File: src/rtl/pattern_serializer_fsm.sv
// Serial-pattern transmitter: latches a parallel pattern and shifts it out
// MSB-first for a programmed number of repetitions with an optional idle gap.
module pattern_serializer_fsm #(
    parameter int unsigned PAT_W = 4,
    parameter int unsigned CNT_W = 8,
    parameter int unsigned GAP_W = 4
) (
    input  logic             clk,
    input  logic             rst,
    input  logic             start,
    input  logic [PAT_W-1:0] pattern,
    input  logic [CNT_W-1:0] reps,
    input  logic [GAP_W-1:0] gap,
    input  logic             abort,
    output logic             ser_out,
    output logic             ser_valid,
    output logic             busy,
    output logic             done,
    output logic [CNT_W-1:0] sent_cnt,
    output logic [1:0]       state
);

    localparam int unsigned BIT_W = (PAT_W > 1) ? $clog2(PAT_W) : 1;

    typedef enum logic [1:0] {
        S_IDLE  = 2'd0,
        S_SHIFT = 2'd1,
        S_GAP   = 2'd2,
        S_DONE  = 2'd3
    } state_t;

    state_t             state_q, state_d;
    logic [PAT_W-1:0]   pat_q, pat_d;
    logic [PAT_W-1:0]   shift_q, shift_d;
    logic [CNT_W-1:0]   reps_q, reps_d;
    logic [GAP_W-1:0]   gap_q, gap_d;
    logic [GAP_W-1:0]   gap_cnt_q, gap_cnt_d;
    logic [BIT_W-1:0]   bit_cnt_q, bit_cnt_d;
    logic [CNT_W-1:0]   sent_q, sent_d;
    logic               ser_out_q, ser_out_d;
    logic               ser_valid_q, ser_valid_d;
    logic               busy_q, busy_d;
    logic               done_q, done_d;

    // Next-state, datapath and registered-output computation
    always_comb begin
        state_d     = state_q;
        pat_d       = pat_q;
        shift_d     = shift_q;
        reps_d      = reps_q;
        gap_d       = gap_q;
        gap_cnt_d   = gap_cnt_q;
        bit_cnt_d   = bit_cnt_q;
        sent_d      = sent_q;
        ser_out_d   = 1'b0;
        ser_valid_d = 1'b0;
        busy_d      = 1'b0;
        done_d      = 1'b0;

        case (state_q)
            S_IDLE: begin
                if (start && !abort) begin
                    pat_d  = pattern;
                    reps_d = reps;
                    gap_d  = gap;
                    sent_d = '0;
                    if (reps != '0) begin
                        state_d     = S_SHIFT;
                        shift_d     = pattern;
                        bit_cnt_d   = '0;
                        ser_out_d   = pattern[PAT_W-1];
                        ser_valid_d = 1'b1;
                        busy_d      = 1'b1;
                    end else begin
                        state_d = S_DONE;
                        done_d  = 1'b1;
                    end
                end
            end
            S_SHIFT: begin
                if (abort) begin
                    state_d = S_IDLE;
                end else if (bit_cnt_q == BIT_W'(PAT_W - 1)) begin
                    sent_d = CNT_W'(sent_q + CNT_W'(1));
                    // Widened compare so reps = all-ones terminates without wrap
                    if ((CNT_W+1)'(sent_q) + (CNT_W+1)'(1) == (CNT_W+1)'(reps_q)) begin
                        state_d = S_DONE;
                        done_d  = 1'b1;
                    end else if (gap_q == '0) begin
                        shift_d     = pat_q;
                        bit_cnt_d   = '0;
                        ser_out_d   = pat_q[PAT_W-1];
                        ser_valid_d = 1'b1;
                        busy_d      = 1'b1;
                    end else begin
                        state_d   = S_GAP;
                        gap_cnt_d = '0;
                        busy_d    = 1'b1;
                    end
                end else begin
                    shift_d     = {shift_q[PAT_W-2:0], 1'b0};
                    bit_cnt_d   = BIT_W'(bit_cnt_q + BIT_W'(1));
                    ser_out_d   = shift_q[PAT_W-2];
                    ser_valid_d = 1'b1;
                    busy_d      = 1'b1;
                end
            end
            S_GAP: begin
                if (abort) begin
                    state_d = S_IDLE;
                end else if (gap_cnt_q == GAP_W'(gap_q - GAP_W'(1))) begin
                    state_d     = S_SHIFT;
                    shift_d     = pat_q;
                    bit_cnt_d   = '0;
                    ser_out_d   = pat_q[PAT_W-1];
                    ser_valid_d = 1'b1;
                    busy_d      = 1'b1;
                end else begin
                    gap_cnt_d = GAP_W'(gap_cnt_q + GAP_W'(1));
                    busy_d    = 1'b1;
                end
            end
            S_DONE: begin
                state_d = S_IDLE;
            end
            default: begin
                state_d = S_IDLE;
            end
        endcase
    end

    always_ff @(posedge clk) begin
        if (rst) begin
            state_q     <= S_IDLE;
            pat_q       <= '0;
            shift_q     <= '0;
            reps_q      <= '0;
            gap_q       <= '0;
            gap_cnt_q   <= '0;
            bit_cnt_q   <= '0;
            sent_q      <= '0;
            ser_out_q   <= 1'b0;
            ser_valid_q <= 1'b0;
            busy_q      <= 1'b0;
            done_q      <= 1'b0;
        end else begin
            state_q     <= state_d;
            pat_q       <= pat_d;
            shift_q     <= shift_d;
            reps_q      <= reps_d;
            gap_q       <= gap_d;
            gap_cnt_q   <= gap_cnt_d;
            bit_cnt_q   <= bit_cnt_d;
            sent_q      <= sent_d;
            ser_out_q   <= ser_out_d;
            ser_valid_q <= ser_valid_d;
            busy_q      <= busy_d;
            done_q      <= done_d;
        end
    end

    assign ser_out   = ser_out_q;
    assign ser_valid = ser_valid_q;
    assign busy      = busy_q;
    assign done      = done_q;
    assign sent_cnt  = sent_q;
    assign state     = state_q;

endmodule
File: config.mk
export PLATFORM = sky130hd
export DESIGN_NAME = pattern_serializer_fsm
export DESIGN_NICKNAME = d
export VERILOG_FILES = /design/src/rtl/pattern_serializer_fsm.sv
export SDC_FILE = /design/constraint.sdc
export NUM_CORES = 1
export LEC_CHECK = 0
export CAP_MARGIN = 20
export CORE_MARGIN = 5
export CORE_UTILIZATION = 25
export CTS_BUF_LIST = sky130_fd_sc_hd__clkbuf_8
export CTS_CLUSTER_DIAMETER = 150
export DETAILED_ROUTE_END_ITERATION = 6
export PLACE_DENSITY = 0.54
export SYNTH_ARGS = -nofsm -noshare
export SYNTH_HDL_FRONTEND = slang
export SYNTH_SLANG_ARGS = --single-unit
File: constraint.sdc
create_clock -name clk -period 2.78 [get_ports clk]
set_clock_uncertainty 0.2 [all_clocks]
set_input_delay 0.417 -clock clk [delete_from_list [all_inputs] [get_ports clk]]
set_output_delay 0.417 -clock clk [all_outputs]
set_load 0.03 [all_outputs]
==> results.ini, run 1 <==
[die]
dieHeight_um = 106
die_area_um2 = 11200
io_pins = 34
fp.dieW_um = 106
start_util = 0.252
core_um2 = 9110
fp-row-count = 35

[global_routing]
grt_max_degree = 43
grt_busiest_layer = met2
groute.usage.overall = 0.112
antenna_found_initial = 0
use_met2 = 0.179
grt_use_met1 = 0.154
met3_usage = 0.0233
grt_pass1_wl_mm = 10.4
grt_pass1_vias = 2105
grt_overflow = 0

[cts]
cts_buffers = 5
clock_path_buffers = 2
clk_latency_ns = 0.28
h-tree-depth = 2
cts_tree = built
clockRootBuffer = clkbuf_8
clkTransAtPathRegs_ns = 0.08
clock-sinks = 39
postCtsSetupBuffers = 0

[outcome]
status = finished clean

[critical_path]
arrival_ns = 2.60
cp-end-kind = flop
cp_data_required_time_ns = 2.79
crit_fanout = 3
startpoint_type = flop
worst-setup-path-type = reg -> reg

[routing]
routed_wl_mm = 6.22
drtIter0Drc = 147
routedWlPerCell_um = 14.0
route.detailed.drc = 0
ant_nets = 0
drt-pass1-iter-count = 4
via_per_inst = 4.98
vias = 2216

[layout]
area_growth_pct = 24.5
final_cell_mix = nand2_1, dfxtp_1, a21oi_1, clkdlybuf4s50_1, o21ai_0
fin_cells = 445
nets = 362
diodes = 0
drive_above_1_share = 0.0778
final_common_cell = nand2_1

[synthesis]
synth_mux_area_frac = 0.00436
synth_xor_area_frac = 0.0535
synth-seq-cells = 39
synth_nets = 331
ys_warn_count = 0
synthFlopType = dfxtp_1
synth_top_family_by_area = simple AND/OR/NAND/NOR gates
synth-simple-area-share = 0.265
ys_seq_area_frac = 0.340
synth_async_sr_flop_share = 0
synth_compound_area_frac = 0.237
synth_fa_ha_area_frac = 0.0491
ys_types = 43
synth_edf_count = 0
synthesis.instances = 302
netlist_area_um2 = 2290
avgSynthCellArea_um2 = 7.59

[pwr]
switchingPower_uw = 752
powerDensity_nw_per_um2 = 666
p_leak_uw = 0.000984
pwr-share-clk = 0.193
switching_share = 0.396
pwr-share-seq = 0.364
ir_worst_vdd_mv = 0.259
power.share.combinational = 0.443
cell_internal_pwr_uw = 1150

[timing]
tightest_slew_ns = 0.444
timing.final.crit_share = 0.930
layout_min_cycle_time_ns = 2.59
finalSetupTns_ns = 0
hold_violations = 0
rsz0062_at_grt = false
slew_headroom = 0.704
drv_slew = 0
setup_viol = 0
max_freq_mhz = 387

[placement]
place_congestion = 0.860
hpwl_mm = 4.57
numPortBuffers = 33
dp_cells = 437

[hold_path]
hp-class = reg -> reg

[flow_run]
cap_viol_max_count = 0

-- timing repair --
item / CTS / global route
hold buffers: 0 / 0
resized for setup: 0 / 5
endpoints found under the setup margin: 0 / 15
-- state kept, by name, indices dropped and copies added (netlist names) --
| register | count |
|---|---|
| gap_q | 4 |
| gap_cnt_q | 4 |
| ser_valid | 1 |
| ser_out | 1 |
| reps_q | 8 |
| bit_cnt_q | 2 |
| sent_cnt | 8 |
| state | 2 |
| done | 1 |
| shift_q | 3 |
| busy | 1 |
| pat_q | 4 |
-- worst max-delay path: stages, from the launching register on --
cell	delay (ns)
dfxtp_1	0.36
inv_1	0.07
ha_1	0.28
xor2_1	0.14
nand2_1	0.08
or3_1	0.38
a221o_1	0.39
or4_1	0.48
a21oi_1	0.13
-- kinds of logic after synthesis --
kind of cell             count (synthesis)
AO/OA/AOI/OAI                           89
XOR/XNOR                                14
adder cells (fa/ha/maj)                  9
buffers and inverters                   27
flip-flops                              39
multiplexers                             1
AND/OR/NAND/NOR                        123
-- metrics by stage --
step | util | total power (µW) | setup WS [ns] | hold WS, ns | instance area (µm²)
finish | 0.313 | 1900 | 0.194 | 0.262 | 2860
global route | 0.313 | 2050 | 0.0478 | 0.290 | 2860
CTS | 0.312 | 1910 | 0.0375 | 0.269 | 2840
detailed placement | 0.302 | 1530 | 0.0567 | 0.257 | 2750
global placement | 0.302 | 1530 | 0.172 | 0.245 | 2750
floorplan | - | 1290 | 0.144 | 0.236 | 2290
-- synthesized netlist by cell type (3+ instances only) --
| cell | count | area [µm²] |
|---|---|---|
| a21oi_1 | 33 | 165 |
| a22oi_1 | 3 | 22.5 |
| a31oi_1 | 4 | 25.0 |
| a32o_1 | 4 | 40.0 |
| and3_1 | 3 | 18.8 |
| buf_2 | 4 | 20.0 |
| clkbuf_1 | 13 | 48.8 |
| dfxtp_1 | 39 | 781 |
| ha_1 | 9 | 113 |
| inv_1 | 8 | 30.0 |
| nand2_1 | 48 | 180 |
| nand2b_1 | 4 | 25.0 |
| nand3_1 | 5 | 25.0 |
| nor2_1 | 16 | 60.1 |
| nor2b_1 | 16 | 100 |
| nor3_1 | 6 | 30.0 |
| nor3b_1 | 4 | 30.0 |
| nor4_1 | 8 | 50.1 |
| o21ai_0 | 25 | 125 |
| o22ai_1 | 3 | 18.8 |
| o41ai_1 | 4 | 35.0 |
| or2_2 | 3 | 18.8 |
| or3_1 | 3 | 18.8 |
| xnor2_1 | 10 | 87.6 |
| xor2_1 | 4 | 35.0 |
-- cell type report --
| class | instances | area (µm²) |
|---|---|---|
| Tap cell | 111 | 139 |
| Inverter | 8 | 30.0 |
| Clock inverter | 3 | 16.3 |
| Multi-Input combinational cell | 236 | 1410 |
| Clock buffer | 5 | 68.8 |
| Sequential cell | 39 | 783 |
| Timing Repair Buffer | 43 | 405 |
| Fill cell | 1006 | 6250 |
-- worst paths after layout --
| check | startpoint | end | slack, ns | cells after the start |
|---|---|---|---|---|
| hold / removal | pat_q[0] | pat_q[0] | 0.26 | 2 |
| hold reg to reg | pat_q[0] | pat_q[0] | 0.26 | 2 |
| setup / recovery | gap_q[1] | bit_cnt_q[0] | 0.19 | 8 |
| setup reg to reg | gap_q[1] | bit_cnt_q[0] | 0.19 | 8 |
-- per-layer routing --
layer / wire length [µm] / up-vias
met2: 2820 / 62
li1: - / 1133
met5: 0 / -
met1: 2970 / 1019
met3: 384 / 2
met4: 47 / 0
-- power by group through the flow --
stage                     Clock [µW]  Combinational, µW  Sequential [µW]
after global routing             408                942              703
after global placement             0                829              704
final                            367                842              692
after detailed placement           0                827              707
after floorplan                    0                556              738
after CTS                        385                831              694
No activity file was read; power rests on OpenSTA's default activity.
==> run 2: changes to the inputs <==
--- a/config.mk
+++ b/config.mk
@@ -6,12 +6,15 @@
 export NUM_CORES = 1
 export LEC_CHECK = 0
 export CAP_MARGIN = 20
+export CELL_PAD_IN_SITES_DETAIL_PLACEMENT = 0
+export CELL_PAD_IN_SITES_GLOBAL_PLACEMENT = 1
 export CORE_MARGIN = 5
 export CORE_UTILIZATION = 25
 export CTS_BUF_LIST = sky130_fd_sc_hd__clkbuf_8
 export CTS_CLUSTER_DIAMETER = 150
 export DETAILED_ROUTE_END_ITERATION = 6
-export PLACE_DENSITY = 0.54
+export PLACE_DENSITY = 0.66
+export SETUP_SLACK_MARGIN = 0.02
 export SYNTH_ARGS = -nofsm -noshare
 export SYNTH_HDL_FRONTEND = slang
 export SYNTH_SLANG_ARGS = --single-unit
==> results.ini, run 2 (synthesis results as in run 1) <==
[routing]
top_layer = met4
met1Wirelength_mm = 3.24
ant_nets = 0
drt-pass1-iter-count = 5
via_per_inst = 4.96
routed_wl_mm = 6.50
routedWlPerCell_um = 14.4
wl_met2_mm = 2.93
vias = 2235
route.detailed.drc = 0
route.met3.wl_um = 235
drtIter0Drc = 110

[critical_path]
critical_path.max_stage_delay_ns = 0.42
cp_data_required_time_ns = 2.77
critPathSlowestCell = dfxtp_2
cp.buffers_inverters = 0
cp_cell_sequence = ha_1 > nand3_1 > xnor2_1 > nor4_2 > a31oi_1 > or2_2 > a32o_1
startpoint_type = flop
cp-end-kind = flop
arrival_ns = 2.58
path_delay_family = simple AND/OR/NAND/NOR gates
worst-setup-path-type = reg -> reg
crit_fanout = 8

[timing]
hold_violations = 0
setup_viol = 0
finalSetupTns_ns = 0
timing.final.crit_share = 0.933
layout_min_cycle_time_ns = 2.59
drv_slew = 0
slew_headroom = 0.738
setup_slack_ns = 0.185
tightest_slew_ns = 0.388
max_freq_mhz = 385
rsz0062_at_grt = true

[global_routing]
groute.usage.overall = 0.121
grt_max_degree = 19
grt_pass1_wl_mm = 11.0
antenna_found_initial = 0
grt_overflow = 0
grt_pass1_vias = 2097

[pwr]
ir_worst_vdd_mv = 0.306
p_leak_uw = 0.00102
powerDensity_nw_per_um2 = 676

[die]
dieHeight_um = 106
fp.dieW_um = 106
io_pins = 34
fp-row-count = 35
start_util = 0.252
die_area_um2 = 11200
core_um2 = 9110

[cts]
clockRootBuffer = clkbuf_8
cts_buffers = 5
h-tree-depth = 2
clk_latency_ns = 0.30
clock_path_buffers = 2
cts_tree = built
clock-sinks = 39
cts-hold-fix-buffers = 0
clkTransAtPathRegs_ns = 0.08

[placement]
hpwl_mm = 4.87
dp_slack_ns = 0.0623
numPortBuffers = 33
place_congestion = 0.814

[layout]
final_cell_mix = nand2_1, dfxtp_1, a21oi_1, clkdlybuf4s50_1, o21ai_0
drive_above_1_share = 0.100
area_growth_pct = 26.5
diodes = 0
nets = 368
num-fill-cells = 979
final_common_cell = nand2_1

[outcome]
status = finished clean

[flow_run]
cap_viol_max_count = 0

[hold_path]
hp-class = reg -> reg

[run 2: repair_timing]
item,in CTS,in global routing
buffers inserted,0,0
hold endpoints to repair,0,0
pin swaps,0,0
setup endpoints to repair,1,14
gates resized for setup,1,6
[run 2: cell type report]
class | count | area [µm²] | area share
clock buffer | 5 | 68.8 | 0.0237
multi-input combinational | 236 | 1410 | 0.486
sequential | 39 | 786 | 0.271
timing repair buffer | 49 | 450 | 0.155
clock inverter | 3 | 16.3 | 0.00561
tap | 111 | 139 | 0.0479
inverter | 8 | 30.0 | 0.0103
[run 2: power breakdown]
part | switching [µW] | internal [µW] | total, µW
sequential | 59.0 | 635 | 694
clock | 211 | 172 | 383
combinational | 512 | 372 | 883
[run 2: per-stage QoR]
step           cells  hold WS (ns)   util  cell area [µm²]  power [µW]
2_1_floorplan    302         0.236      -             2290        1290
3_3_place_gp     443         0.244  0.307             2800        1590
3_5_place_dp     443         0.252  0.307             2800        1580
4_1_cts          451         0.263  0.317             2890        1980
5_1_grt          451         0.288  0.319             2900        2130
6_report         451         0.262  0.319             2900        1960
[run 2: metal layers]
layer | up-vias | global-route usage
li1 | 1159 | -
met1 | 1018 | 0.174
met2 | 50 | 0.182
met3 | 8 | 0.0257
met4 | 0 | 0.0361
met5 | - | 0
[run 2: tightest hold or removal path, cell delays in order, from the launching register on]
cell and delay [ns]:
dfxtp_1 0.32, nand2_1 0.05, a21oi_1 0.05
[run 2: path summary, 6_finish.rpt]
| kind | to | start | slack (ns) | depth (start not counted) |
|---|---|---|---|---|
| worst min-delay path | pat_q[0] | pat_q[0] | 0.26 | 2 |
| worst max-delay path | gap_cnt_q[0] | sent_cnt[1] | 0.19 | 7 |
| worst max register to register | gap_cnt_q[0] | sent_cnt[1] | 0.19 | 7 |
| worst min register to register | pat_q[0] | pat_q[0] | 0.26 | 2 |
==> run 3: changes to the inputs <==
--- a/config.mk
+++ b/config.mk
@@ -18,3 +18,4 @@
 export SYNTH_ARGS = -nofsm -noshare
 export SYNTH_HDL_FRONTEND = slang
 export SYNTH_SLANG_ARGS = --single-unit
+export TNS_END_PERCENT = 5
==> results of run 3 <==
Same layout as run 2: the final DEF is identical, and so are final timing and power.
==> variant: new RTL, flow settings as in run 2 <==
The parameter `CNT_W` goes from 8 to 12.
--- a/src/rtl/pattern_serializer_fsm.sv
+++ b/src/rtl/pattern_serializer_fsm.sv
@@ -3,5 +3,5 @@
 module pattern_serializer_fsm #(
     parameter int unsigned PAT_W = 4,
-    parameter int unsigned CNT_W = 8,
+    parameter int unsigned CNT_W = 12,
     parameter int unsigned GAP_W = 4
 ) (
Interface: changed (resized reps and sent_cnt); port bits go from 34 to 42. No check against the original RTL was run, so the function may have changed too.
==> variant against run 2 <==
Die area increased by 18%; wire length increased by 25%; largest power group unchanged; total power up 13%; cell area rose by 23%; synthesized area is 21% higher; critical path depth did not move; combinational power is 2% lower; worst setup slack gained 0.0071 ns; sequential cell count grew 8; clock power is 36% higher.
==> variant: results (changes against run 2) <==
Power Clock=0.522 mW (+36%); routability cong.=0.825 (+1.4%); routing usage on met3=1.47% (-1.1 points); Synth Flop Type=dfxtp_1; first-pass GRT wire length=13300 um (+22%); Netlist cell types=55 (+28%); Placement Cell Area=3430 um^2 (+23%); pre-CTS setup slack=0.131 ns (+0.0687 ns); met1 WL=4220 um (+31%); filler cell count=1163 (+19%); largest net degree at the start of global routing=38 (+19); ratio of cells with drive above 1 in the final layout=9.86% (-0.14 points); Post-Layout Cell Count=556 (+23%); sequential power share=37.1% (+1.7 points); reg2reg end=busy; cell total after placement=548 (+24%); syn avg cell area=7.57 um^2 (-0.29%); via count=2767 (+24%); Syn Nets=397 (+20%); Max stage delay on crit path=0.48 ns (+0.06 ns); Seq/Total Area, Yosys=34.0% (unchanged); WL/cell=14.6 um (+1.0%); vias in the first global route=2623 (+25%); global routing usage on met2=18.5% (+0.27 points); CP max FO=9 (+1); hold path startpoint=pat_q[2]; GRT Overall Usage=12.4% (+0.27 points); Final WS setup=0.192 ns (+0.00708 ns); post_cts resized=0 (-1); CP startpoint=sent_cnt[2]; PD cells=620 nW/um^2 (-8.2%); IO buf count=41 (+24%); met2 WL=3450 um (+18%); Final nets=447 (+21%); hold_ws=0.262 ns (+0.000163 ns); outcome=complete, no violations; hold path cells=2 (unchanged); ranking of synthesized cells by area=dfxtp_1 (34%), nand2_1 (8.8%), a21oi_1 (6.5%); Worst VDD drop=277 uV (-9.7%); Worst Tran Pin Value=0.442 ns (+0.0540 ns); GRT busiest layer=met1; Post-synth top cells=nand2_1 (65), dfxtp_1 (47), a21oi_1 (36), nor2_1 (30), o21ai_0 (17); initial DRC count=152 (+38%); Post-DP HPWL=6210 um (+28%); met1 Usage GRT=18.7% (+1.3 points); slowest CP cell=dfxtp_1; routed wl met3=317 um (+35%); CTS clk-pin slew, worst paths=0.10 ns (+0.02 ns); cell leakage power=1.23 nW (+21%); sw frac=37.9% (-2.0 points); Hold Path Sink=pat_q[2]; delay-heaviest family, CP=compound AO/OA/AOI/OAI gates
==> variant: changes by cell type after synthesis, sizes merged, moves of 5 or more <==
cell	delta
nor2b	-9
dfxtp	+8
o21ai	-7
a311oi	+5
nand3	+6
xnor2	+6
nand2	+17
nor2	+14
==> variant: cell families (layout without fill, tap and decap cells) <==
family          after synthesis  count (layout)  synth area share, %
xor+xnor                     19              19                 6.02
buf+inv                      31              82                 4.39
mux                           2               2                0.770
fa+ha+maj                     8               8                 3.62
simple gates                159             159                 28.2
flops                        47              47                 34.0
compound gates               99              99                 22.9
==> variant: area by class of cell <==
class / count / area, um^2 / area share (%)
clock buffer: 5 / 68.8 / 1.93
clock inverter: 3 / 43.8 / 1.23
inverter: 11 / 41.3 / 1.16
multi-input combinational: 287 / 1730 / 48.4
sequential: 47 / 941 / 26.4
tap: 140 / 175 / 4.91
timing repair buffer: 63 / 571 / 16.0
